**src/rtl/static_control_bank_if.sv**
```systemverilog
`default_nettype none
// ============================================================================
// Module   : static_control_bank_if
// Purpose  : Host-side bus for the static control bank: wire-in data, the
//            three trigger-in pulses, readback select and the live outputs.
// Revision : 1.0  initial release
// ============================================================================
interface static_control_bank_if #(
  parameter int WIDTH  = 16,
  parameter int NCH    = 4,
  parameter int ADDR_W = 2
);
  logic [WIDTH-1:0]     din;
  logic [ADDR_W-1:0]    addr;
  logic                 stage_trig;
  logic                 apply_trig;
  logic                 clear_trig;
  logic [ADDR_W-1:0]    rd_addr;
  logic                 rd_shadow;
  logic [WIDTH-1:0]     rd_data;
  logic [NCH*WIDTH-1:0] dout;
  logic [NCH-1:0]       dirty;
  logic                 applied;
  logic [15:0]          apply_cnt;
  logic                 addr_err;

  // Host side: drives data, address and triggers, observes the bank.
  modport master (
    output din, addr, stage_trig, apply_trig, clear_trig, rd_addr, rd_shadow,
    input  rd_data, dout, dirty, applied, apply_cnt, addr_err
  );

  // Bank side.
  modport slave (
    input  din, addr, stage_trig, apply_trig, clear_trig, rd_addr, rd_shadow,
    output rd_data, dout, dirty, applied, apply_cnt, addr_err
  );
endinterface
`default_nettype wire

```
**src/rtl/static_control_bank.sv**
```systemverilog
`default_nettype none
// ============================================================================
// Module   : static_control_bank
// Purpose  : NCH x WIDTH static control words. Host writes land in a shadow
//            bank; an apply trigger commits every dirty word to the live
//            outputs on one clock edge. Optional auto-apply latches through.
// Revision : 1.0  initial release
// ============================================================================
module static_control_bank #(
  parameter int               WIDTH      = 16,
  parameter int               NCH        = 4,
  parameter int               ADDR_W     = 2,
  parameter logic [WIDTH-1:0] RESET_VAL  = '0,
  parameter bit               AUTO_APPLY = 1'b0
) (
  input  wire logic             clk,
  input  wire logic             rst_n,
  static_control_bank_if.slave  bus
);

  // NCH widened by one bit so NCH == 2**ADDR_W still compares correctly.
  localparam logic [ADDR_W:0] NCH_W = (ADDR_W + 1)'(NCH);

  // Trigger history flops (zero after reset so a held trigger acts once).
  logic stage_trig_q, apply_trig_q, clear_trig_q;

  logic [WIDTH-1:0] shadow_q [NCH];
  logic [WIDTH-1:0] shadow_d [NCH];
  logic [WIDTH-1:0] live_q   [NCH];
  logic [WIDTH-1:0] live_d   [NCH];
  logic [NCH-1:0]   dirty_q,     dirty_d;
  logic             applied_q,   applied_d;
  logic [15:0]      apply_cnt_q, apply_cnt_d;
  logic             addr_err_q,  addr_err_d;
  logic [WIDTH-1:0] rd_data_q,   rd_data_d;

  logic stage_edge, apply_edge, clear_edge;
  logic stage_ok, rd_ok;

  assign stage_edge = bus.stage_trig & ~stage_trig_q;
  assign apply_edge = bus.apply_trig & ~apply_trig_q;
  assign clear_edge = bus.clear_trig & ~clear_trig_q;
  assign stage_ok   = ({1'b0, bus.addr}    < NCH_W);
  assign rd_ok      = ({1'b0, bus.rd_addr} < NCH_W);

  // Next-state: clear dominates; apply commits pre-write shadow, then stage writes.
  always_comb begin
    shadow_d    = shadow_q;
    live_d      = live_q;
    dirty_d     = dirty_q;
    applied_d   = 1'b0;
    apply_cnt_d = apply_cnt_q;
    addr_err_d  = addr_err_q;
    if (clear_edge) begin
      for (int i = 0; i < NCH; i++) begin
        shadow_d[i] = RESET_VAL;
        live_d[i]   = RESET_VAL;
      end
      dirty_d    = '0;
      addr_err_d = 1'b0;
    end else begin
      if (apply_edge) begin
        for (int i = 0; i < NCH; i++) begin
          if (dirty_q[i]) live_d[i] = shadow_q[i];
        end
        dirty_d     = '0;
        applied_d   = 1'b1;
        apply_cnt_d = apply_cnt_d + 16'd1;
      end
      if (stage_edge) begin
        if (stage_ok) begin
          shadow_d[bus.addr] = bus.din;
          if (AUTO_APPLY) begin
            // Latch-through: the word goes live now and never becomes dirty.
            live_d[bus.addr]  = bus.din;
            dirty_d[bus.addr] = 1'b0;
            applied_d         = 1'b1;
            apply_cnt_d       = apply_cnt_d + 16'd1;
          end else begin
            dirty_d[bus.addr] = 1'b1;
          end
        end else begin
          addr_err_d = 1'b1;
        end
      end
    end
  end

  // Readback samples the banks as they stand before this edge's updates.
  always_comb begin
    rd_data_d = '0;
    if (rd_ok) begin
      rd_data_d = bus.rd_shadow ? shadow_q[bus.rd_addr] : live_q[bus.rd_addr];
    end
  end

  // State registers with synchronous active-low reset.
  always_ff @(posedge clk) begin
    if (!rst_n) begin
      for (int i = 0; i < NCH; i++) begin
        shadow_q[i] <= RESET_VAL;
        live_q[i]   <= RESET_VAL;
      end
      dirty_q      <= '0;
      applied_q    <= 1'b0;
      apply_cnt_q  <= 16'd0;
      addr_err_q   <= 1'b0;
      rd_data_q    <= '0;
      stage_trig_q <= 1'b0;
      apply_trig_q <= 1'b0;
      clear_trig_q <= 1'b0;
    end else begin
      shadow_q     <= shadow_d;
      live_q       <= live_d;
      dirty_q      <= dirty_d;
      applied_q    <= applied_d;
      apply_cnt_q  <= apply_cnt_d;
      addr_err_q   <= addr_err_d;
      rd_data_q    <= rd_data_d;
      stage_trig_q <= bus.stage_trig;
      apply_trig_q <= bus.apply_trig;
      clear_trig_q <= bus.clear_trig;
    end
  end

  for (genvar g = 0; g < NCH; g++) begin : g_dout
    assign bus.dout[g*WIDTH +: WIDTH] = live_q[g];
  end

  assign bus.dirty     = dirty_q;
  assign bus.applied   = applied_q;
  assign bus.apply_cnt = apply_cnt_q;
  assign bus.addr_err  = addr_err_q;
  assign bus.rd_data   = rd_data_q;

endmodule
`default_nettype wire

```
**src/flat_wrapper.sv**
```systemverilog
// flat-port wrapper written by rule: the top's interface ports become plain ports
module static_control_bank_flat 
#(
  parameter int               WIDTH      = 16,
  parameter int               NCH        = 4,
  parameter int               ADDR_W     = 2,
  parameter logic [WIDTH-1:0] RESET_VAL  = '0,
  parameter bit               AUTO_APPLY = 1'b0
)
  (clk, rst_n, bus_din, bus_addr, bus_stage_trig, bus_apply_trig, bus_clear_trig, bus_rd_addr, bus_rd_shadow, bus_rd_data, bus_dout, bus_dirty, bus_applied, bus_apply_cnt, bus_addr_err);
  static_control_bank_if #(.WIDTH(WIDTH), .NCH(NCH), .ADDR_W(ADDR_W)) bus_i ();
  input  wire logic clk;
  input  wire logic rst_n;
  input wire logic [$bits(bus_i.din)-1:0] bus_din;
  input wire logic [$bits(bus_i.addr)-1:0] bus_addr;
  input wire logic [$bits(bus_i.stage_trig)-1:0] bus_stage_trig;
  input wire logic [$bits(bus_i.apply_trig)-1:0] bus_apply_trig;
  input wire logic [$bits(bus_i.clear_trig)-1:0] bus_clear_trig;
  input wire logic [$bits(bus_i.rd_addr)-1:0] bus_rd_addr;
  input wire logic [$bits(bus_i.rd_shadow)-1:0] bus_rd_shadow;
  output wire logic [$bits(bus_i.rd_data)-1:0] bus_rd_data;
  output wire logic [$bits(bus_i.dout)-1:0] bus_dout;
  output wire logic [$bits(bus_i.dirty)-1:0] bus_dirty;
  output wire logic [$bits(bus_i.applied)-1:0] bus_applied;
  output wire logic [$bits(bus_i.apply_cnt)-1:0] bus_apply_cnt;
  output wire logic [$bits(bus_i.addr_err)-1:0] bus_addr_err;
  assign bus_i.din = bus_din;
  assign bus_i.addr = bus_addr;
  assign bus_i.stage_trig = bus_stage_trig;
  assign bus_i.apply_trig = bus_apply_trig;
  assign bus_i.clear_trig = bus_clear_trig;
  assign bus_i.rd_addr = bus_rd_addr;
  assign bus_i.rd_shadow = bus_rd_shadow;
  assign bus_rd_data = bus_i.rd_data;
  assign bus_dout = bus_i.dout;
  assign bus_dirty = bus_i.dirty;
  assign bus_applied = bus_i.applied;
  assign bus_apply_cnt = bus_i.apply_cnt;
  assign bus_addr_err = bus_i.addr_err;
  static_control_bank #(.WIDTH(WIDTH), .NCH(NCH), .ADDR_W(ADDR_W), .RESET_VAL(RESET_VAL), .AUTO_APPLY(AUTO_APPLY)) u_core (.clk(clk), .rst_n(rst_n), .bus(bus_i));
endmodule
```
**config.mk**
```make
export PLATFORM = sky130hd
export DESIGN_NAME = static_control_bank_flat
export DESIGN_NICKNAME = d
export VERILOG_FILES = /design/src/rtl/static_control_bank_if.sv /design/src/rtl/static_control_bank.sv /design/src/flat_wrapper.sv
export SDC_FILE = /design/constraint.sdc
export NUM_CORES = 1
export LEC_CHECK = 0
export CAP_MARGIN = 20
export CORE_MARGIN = 4
export CORE_UTILIZATION = 35
export CTS_CLUSTER_SIZE = 25
export DETAILED_ROUTE_END_ITERATION = 7
export GPL_ROUTABILITY_DRIVEN = 0
export GPL_TIMING_DRIVEN = 0
export PLACE_DENSITY_LB_ADDON = 0.08
export SETUP_SLACK_MARGIN = 0.15
export SYNTH_ARGS = -nofsm -noshare
export SYNTH_HDL_FRONTEND = slang
export SYNTH_SLANG_ARGS = --single-unit
```
**constraint.sdc**
```tcl
create_clock -name clk -period 2.5 [get_ports clk]
set_clock_uncertainty 0.1 [all_clocks]
set_input_delay 0.5 -clock clk [delete_from_list [all_inputs] [get_ports clk]]
set_output_delay 0.5 -clock clk [all_outputs]
set_load 0.02 [all_outputs]
```
==> run metrics, run 1 <==
run status finished, final reports clean; NetSw 1.25 mW; Avg Cell Area, Syn 8.67 um^2; Worst Setup End Kind register; Worst EP arrival 2.39 ns; CTS tree built; final instance count without filler cells 1191; Final Cycle Share 87.9%; setup violators final 0; cells after synthesis 776; MaxCap Viol Count 0; Tmin final 2.20 ns; die height 147 um; htree depth 4; Via Count 5923; Synth-to-Final Area Change 33.4%; Sw Share 20.8%; RSZ-0062 raised after global routing no; num ports 128; Routed Antenna Nets 0; Async S/R FF share, synth 0%; Pwr Total 5.99 mW; HPWL Detailed 17200 um; number of vias per cell 4.97; Max-slew headroom 49.9%; Final Max Slew Viols 0; Hold Vio Cnt, Final 0; Max Root-Sink Buffers 2; vias in the first global route 5895; Place WS -0.408 ns; post-synth top area share 50.0%; Pre-Repair DR Iteration Count 5; DRT iter0 DRCs 355; Skew-Pair Late Insertion Delay 0.42 ns; Port Buffers 124; post-synthesis sequential area ratio 50.0%; Startpoint Class input pin; YS warnings 0; worst r2r src u_core.bus.apply_cnt[0]; Core Box Area 18800 um^2; Peak Freq 0.455 GHz; Tightest Pin Transition 0.752 ns; R2R depth 6; Logic pwr share 5.3%; Die W 147 um; terminus of the critical flop-to-flop path u_core.bus.apply_cnt[14]; share of total power in the clock network 49.1%; final wirelength 21500 um; CP endpoint u_core.bus.rd_data[15]; Initial Util 35.7%; global-route wire length before repair 34000 um; Reg power frac 45.5%; filler instances 1830; cell taking the most area after synthesis dfxtp_1; crit path max fanout 10; routed length per placed instance 18.1 um; Num CTS Buffers 17; synth top area cells dfxtp_1 (50%), nand2_1 (15%), mux4_2 (11%), a21oi_1 (10%), mux2i_1 (2.5%); Placed Cells 1160; top_reg_cell synth dfxtp_1; Power Density 668 nW/um^2; maximum vdd drop 0.433 mV; initial antenna violation count 1; Total GRT Usage 20.3%; Worst Hold Class reg -> reg; n_diodes 0; Yosys reg bits 168; Setup CP Type in -> reg; PnR worst setup slack 0.303 ns; Rows 50; largest net degree at the start of global routing 17; clock sinks 168; die area 21500 um^2; internal power 4.74 mW; layout cells sized above 1 8.92%; Worst Path Required 2.69 ns; synthesized area 6730 um^2; Worst Setup SP bus_rd_addr[1]; post-CTS setup repair buffer count 0; Synth Net Count 803; Pleak 2.93 nW; DRC Markers 0; post-layout util 47.6%; Root Buffer clkbuf_16; flop2flop setup slack 0.48 ns; Post-layout nets 946; Post-synth EDFFs 0; grt ovf 0; CTS clk-pin slew, worst paths 0.06 ns; Synth cell types 35
[power groups by stage]
| stage | clock [mW] | sequential (mW) | combinational [mW] |
|---|---|---|---|
| 3_5_place_dp | 0 | 2.79 | 0.320 |
| 6_report | 2.94 | 2.73 | 0.320 |
| 4_1_cts | 2.98 | 2.73 | 0.321 |
| 3_3_place_gp | 0 | 2.79 | 0.312 |
| 2_1_floorplan | 0 | 2.78 | 0.178 |
| 5_1_grt | 3.10 | 2.73 | 0.350 |
[state kept, by name (all words and copies together) (netlist names)]
name and count:
u_core.bus.dirty 4, u_core.bus.applied 1, u_core.apply_trig_q 1, u_core.clear_trig_q 1
u_core.bus.apply_cnt 16, u_core.bus.dout 64, u_core.stage_trig_q 1, u_core.bus.rd_data 16
u_core.shadow_q 64
[worst min path at each step]
stage / startpoint / endpoint / slack [ns] / cells after the start
3_5_place_dp: u_core.shadow_q[47] / u_core.shadow_q[47] / 0.37 / 2
5_1_grt: u_core.bus.dout[14] / u_core.bus.dout[14] / 0.40 / 2
4_1_cts: u_core.shadow_q[47] / u_core.shadow_q[47] / 0.38 / 2
6_report: u_core.bus.dout[51] / u_core.bus.dout[51] / 0.38 / 2
3_3_place_gp: u_core.shadow_q[47] / u_core.bus.dout[31] / 0.36 / 2
2_1_floorplan: u_core.shadow_q[16] / u_core.bus.dout[32] / 0.34 / 2
[metal layers]
layer / up-vias / global-route usage (%) / wire length (um)
li1: 2902 / - / -
met1: 2798 / 28.8 / 10200
met2: 203 / 31.6 / 9790
met3: 20 / 3.88 / 1210
met4: 0 / 5.83 / 277
met5: - / 0 / 0
[cells by family (layout without fill, tap and decap cells)]
logic type               count (synthesis)  count (layout)  synth area share, %
AO/OA/AOI/OAI                          148             148                 11.1
XOR/XNOR                                 7               7                0.911
adder cells (fa/ha/maj)                  1               1                0.186
buffers and inverters                   60             215                 3.59
flip-flops                             168             168                 50.0
multiplexers                            49              49                 13.2
other                                    1               1               0.0558
AND/OR/NAND/NOR                        342             342                 20.9
[cell usage in the layout (no fill, tap or decap), types with 2 or more instances in the layout]
master	n
inv_1	4
a21oi_1	140
o21ai_0	5
nor4_1	4
and2_1	8
xnor2_1	5
buf_1	4
nand2b_1	3
nor2_1	26
or4_1	3
or3_1	6
and4_1	2
nand3_1	5
bufinv_16	6
nand4_1	2
mux2i_1	17
clkbuf_8	2
o31ai_1	3
mux4_2	32
clkbuf_16	17
clkbuf_1	35
clkbuf_2	15
nand2_1	274
dfxtp_1	168
xor2_1	2
clkdlybuf4s50_1	124
buf_2	4
[through the flow]
step / instance area (um^2) / hold slack (ns) / TNS, ns
3_5_place_dp: 8290 / 0.368 / -26.10
2_1_floorplan: 6730 / 0.342 / 0
3_3_place_gp: 8290 / 0.358 / -21.22
6_report: 8970 / 0.378 / 0
5_1_grt: 8970 / 0.401 / 0
4_1_cts: 8960 / 0.377 / 0
[layout make-up]
cell class | instances | area, um^2 | share of cell area, %
repair buffers | 124 | 1240 | 13.8
inverters | 4 | 15.0 | 0.167
multi-input cells | 548 | 3120 | 34.8
clock buffers | 23 | 468 | 5.22
well taps | 260 | 325 | 3.63
flip-flops and latches | 168 | 3360 | 37.5
clock inverters | 8 | 193 | 2.15
plain buffers | 56 | 245 | 2.73
[synthesized netlist by cell type (2+ instances only)]
cell and n:
nand2_1 274, dfxtp_1 168, a21oi_1 140, clkbuf_1 45, mux4_2 32, nor2_1 26
mux2i_1 17, and2_1 8, or3_1 6, buf_1 5, nand3_1 5, o21ai_0 5
xnor2_1 5, buf_2 4, inv_1 4, nor4_1 4, nand2b_1 3, o31ai_1 3
or4_1 3, and4_1 2, nand4_1 2, xor2_1 2
[worst max-delay path, cell delays in order]
cell and delay [ns]:
clkdlybuf4s50_1 0.63, clkbuf_1 0.56, mux4_2 0.40, mux2i_1 0.23, nor2_1 0.07
[what timing repair did]
action                     in CTS  in global routing
gates cloned                    0                  0
setup endpoints to repair      39                 96
hold buffers                    0                  0
gates resized for setup         4                 21
Power figures use the tool's default switching activity.
==> run 2, diff against run 1 <==
- clock period: 2.5 -> 2.53 ns (I/O delays scaled with it)
==> run 2 against run 1 <==
Effect of this change: non-clock buffer count did not move; die area stayed put; register-to-register slack improved by 0.03 ns; cell area about the same; worst hold slack hardly changed.
==> run metrics, run 2 (synthesis results as in run 1) <==
CTS clk-pin slew, worst paths 0.06 ns (about the same); Pleak 2.92 nW (was 2.93 nW); Via Count 5937 (was 5923); Port Buffers 124 (unchanged); Peak Freq 0.446 GHz; maximum vdd drop 0.429 mV (was 0.433 mV); Worst Setup End Kind register (unchanged); most frequent cells in the layout nand2_1 (274), dfxtp_1 (168), a21oi_1 (140) (unchanged); hold_buf cts 0 (unchanged); die height 147 um (unchanged); Hold Vio Cnt, Final 0 (unchanged); RSZ-0062 raised after global routing no (unchanged); Num CTS Buffers 17 (unchanged); Logic pwr share 5.3% (about the same); Worst EP arrival 2.49 ns (was 2.39 ns); largest net degree at the start of global routing 17 (unchanged); Startpoint Class input pin (unchanged); run status finished, final reports clean (unchanged); CTS tree built (unchanged); Tmin final 2.24 ns; internal power 4.69 mW (was 4.74 mW); routed length per placed instance 18.1 um (about the same); Setup CP Type in -> reg (unchanged); Max Root-Sink Buffers 2 (unchanged); Die W 147 um (unchanged); Core Box Area 18800 um^2 (unchanged); Final Cycle Share 88.6%; Pre-Repair DR Iteration Count 5 (unchanged); filler instances 1831 (was 1830); initial antenna violation count 1 (unchanged); die area 21500 um^2 (unchanged); DRT iter0 DRCs 352 (was 355); Power Density 660 nW/um^2 (was 668 nW/um^2); most common cell after layout, fill and taps aside nand2_1 (unchanged); Initial Util 35.7% (unchanged); num ports 128 (unchanged); layout cells sized above 1 8.81% (was 8.92%); htree depth 4 (unchanged); clock sinks 168 (unchanged); Tightest Pin Transition 0.752 ns (about the same); global-route wire length before repair 34000 um (unchanged); grt ovf 0 (unchanged); Synth-to-Final Area Change 33.4% (about the same); Root Buffer clkbuf_16 (unchanged); Reg power frac 45.5% (about the same); Max-slew headroom 49.9% (about the same); NetSw 1.24 mW (was 1.25 mW); Final Max Slew Viols 0 (unchanged); final wirelength 21500 um (about the same); vias in the first global route 5895 (unchanged); Skew-Pair Late Insertion Delay 0.42 ns (about the same); DRC Markers 0 (unchanged); Total GRT Usage 20.3% (unchanged); hold slack 0.378 ns (about the same); Routed Antenna Nets 0 (unchanged); Sw Share 20.9% (was 20.8%); Worst Hold Class reg -> reg (unchanged); MaxCap Viol Count 0 (unchanged); crit path max fanout 10 (unchanged); post-CTS setup repair buffer count 0 (unchanged); share of total power in the clock network 49.1% (about the same); Post-layout nets 946 (unchanged); number of vias per cell 4.98 (was 4.97); setup violators final 0 (unchanged); Rows 50 (unchanged); post-layout util 47.6% (about the same); n_diodes 0 (unchanged); Worst Path Required 2.78 ns (was 2.69 ns); HPWL Detailed 17200 um (unchanged)
## run 2: changes by cell type in the layout (fill, tap and decap cells not counted)
cell | before | now
clkbuf_2 | 15 | 14
clkbuf_1 | 35 | 36
## run 2: metal layers
| metal | vias to the layer above | global-route usage [%] | wire length [um] |
|---|---|---|---|
| li1 | 2902 | - | - |
| met1 | 2807 | 28.8 | 10200 |
| met2 | 210 | 31.6 | 9780 |
| met3 | 18 | 3.88 | 1240 |
| met4 | 0 | 5.83 | 264 |
| met5 | - | 0 | 0 |
## run 2: power by group through the flow
stage               sequential (mW)  combinational [mW]  clock (mW)
finish                         2.70               0.316        2.91
global route                   2.70               0.346        3.06
CTS                            2.70               0.317        2.95
detailed placement             2.75               0.316           0
global placement               2.75               0.309           0
floorplan                      2.75               0.176           0
## run 2: critical path, stage by stage
cell	delay (ns)
clkdlybuf4s50_1	0.48
nor3b_1	0.39
and2_1	0.18
clkbuf_1	0.26
clkbuf_1	0.40
nand2_1	0.12
a21oi_1	0.15
## run 2: area by class of cell
class / count / area (um^2) / share of cell area [%]
clock buffer: 23 / 468 / 5.22
inverter: 4 / 15.0 / 0.167
timing repair buffer: 124 / 1240 / 13.8
buffer: 56 / 244 / 2.72
multi-input combinational: 548 / 3120 / 34.8
clock inverter: 8 / 193 / 2.15
sequential: 168 / 3360 / 37.5
tap: 260 / 325 / 3.63
## run 2: final timing paths
path                      startpoint                        to  slack, ns  depth (start not counted)
max                   bus_stage_trig       u_core.shadow_q[55]       0.29                          7
min              u_core.bus.dout[51]       u_core.bus.dout[51]       0.38                          2
max reg2reg  u_core.bus.apply_cnt[0]  u_core.bus.apply_cnt[14]       0.51                          6
min reg2reg      u_core.bus.dout[51]       u_core.bus.dout[51]       0.38                          2
## run 2: metrics by stage
| step | cells | power (mW) | setup TNS, ns | worst slack (ns) | area (um^2) |
|---|---|---|---|---|---|
| after global routing | 1191 | 6.11 | 0 | 0.160 | 8970 |
| after floorplan | 776 | 2.93 | 0 | 0.518 | 6730 |
| after global placement | 1160 | 3.06 | -18.30 | -0.295 | 8290 |
| final | 1191 | 5.92 | 0 | 0.289 | 8970 |
| after detailed placement | 1160 | 3.07 | -23.17 | -0.384 | 8290 |
| after CTS | 1191 | 5.96 | 0 | 0.156 | 8960 |
## run 2: timing repair
item / CTS / global route
setup endpoints to repair: 31 / 91
cloned: 0 / 0
resized for setup: 4 / 19
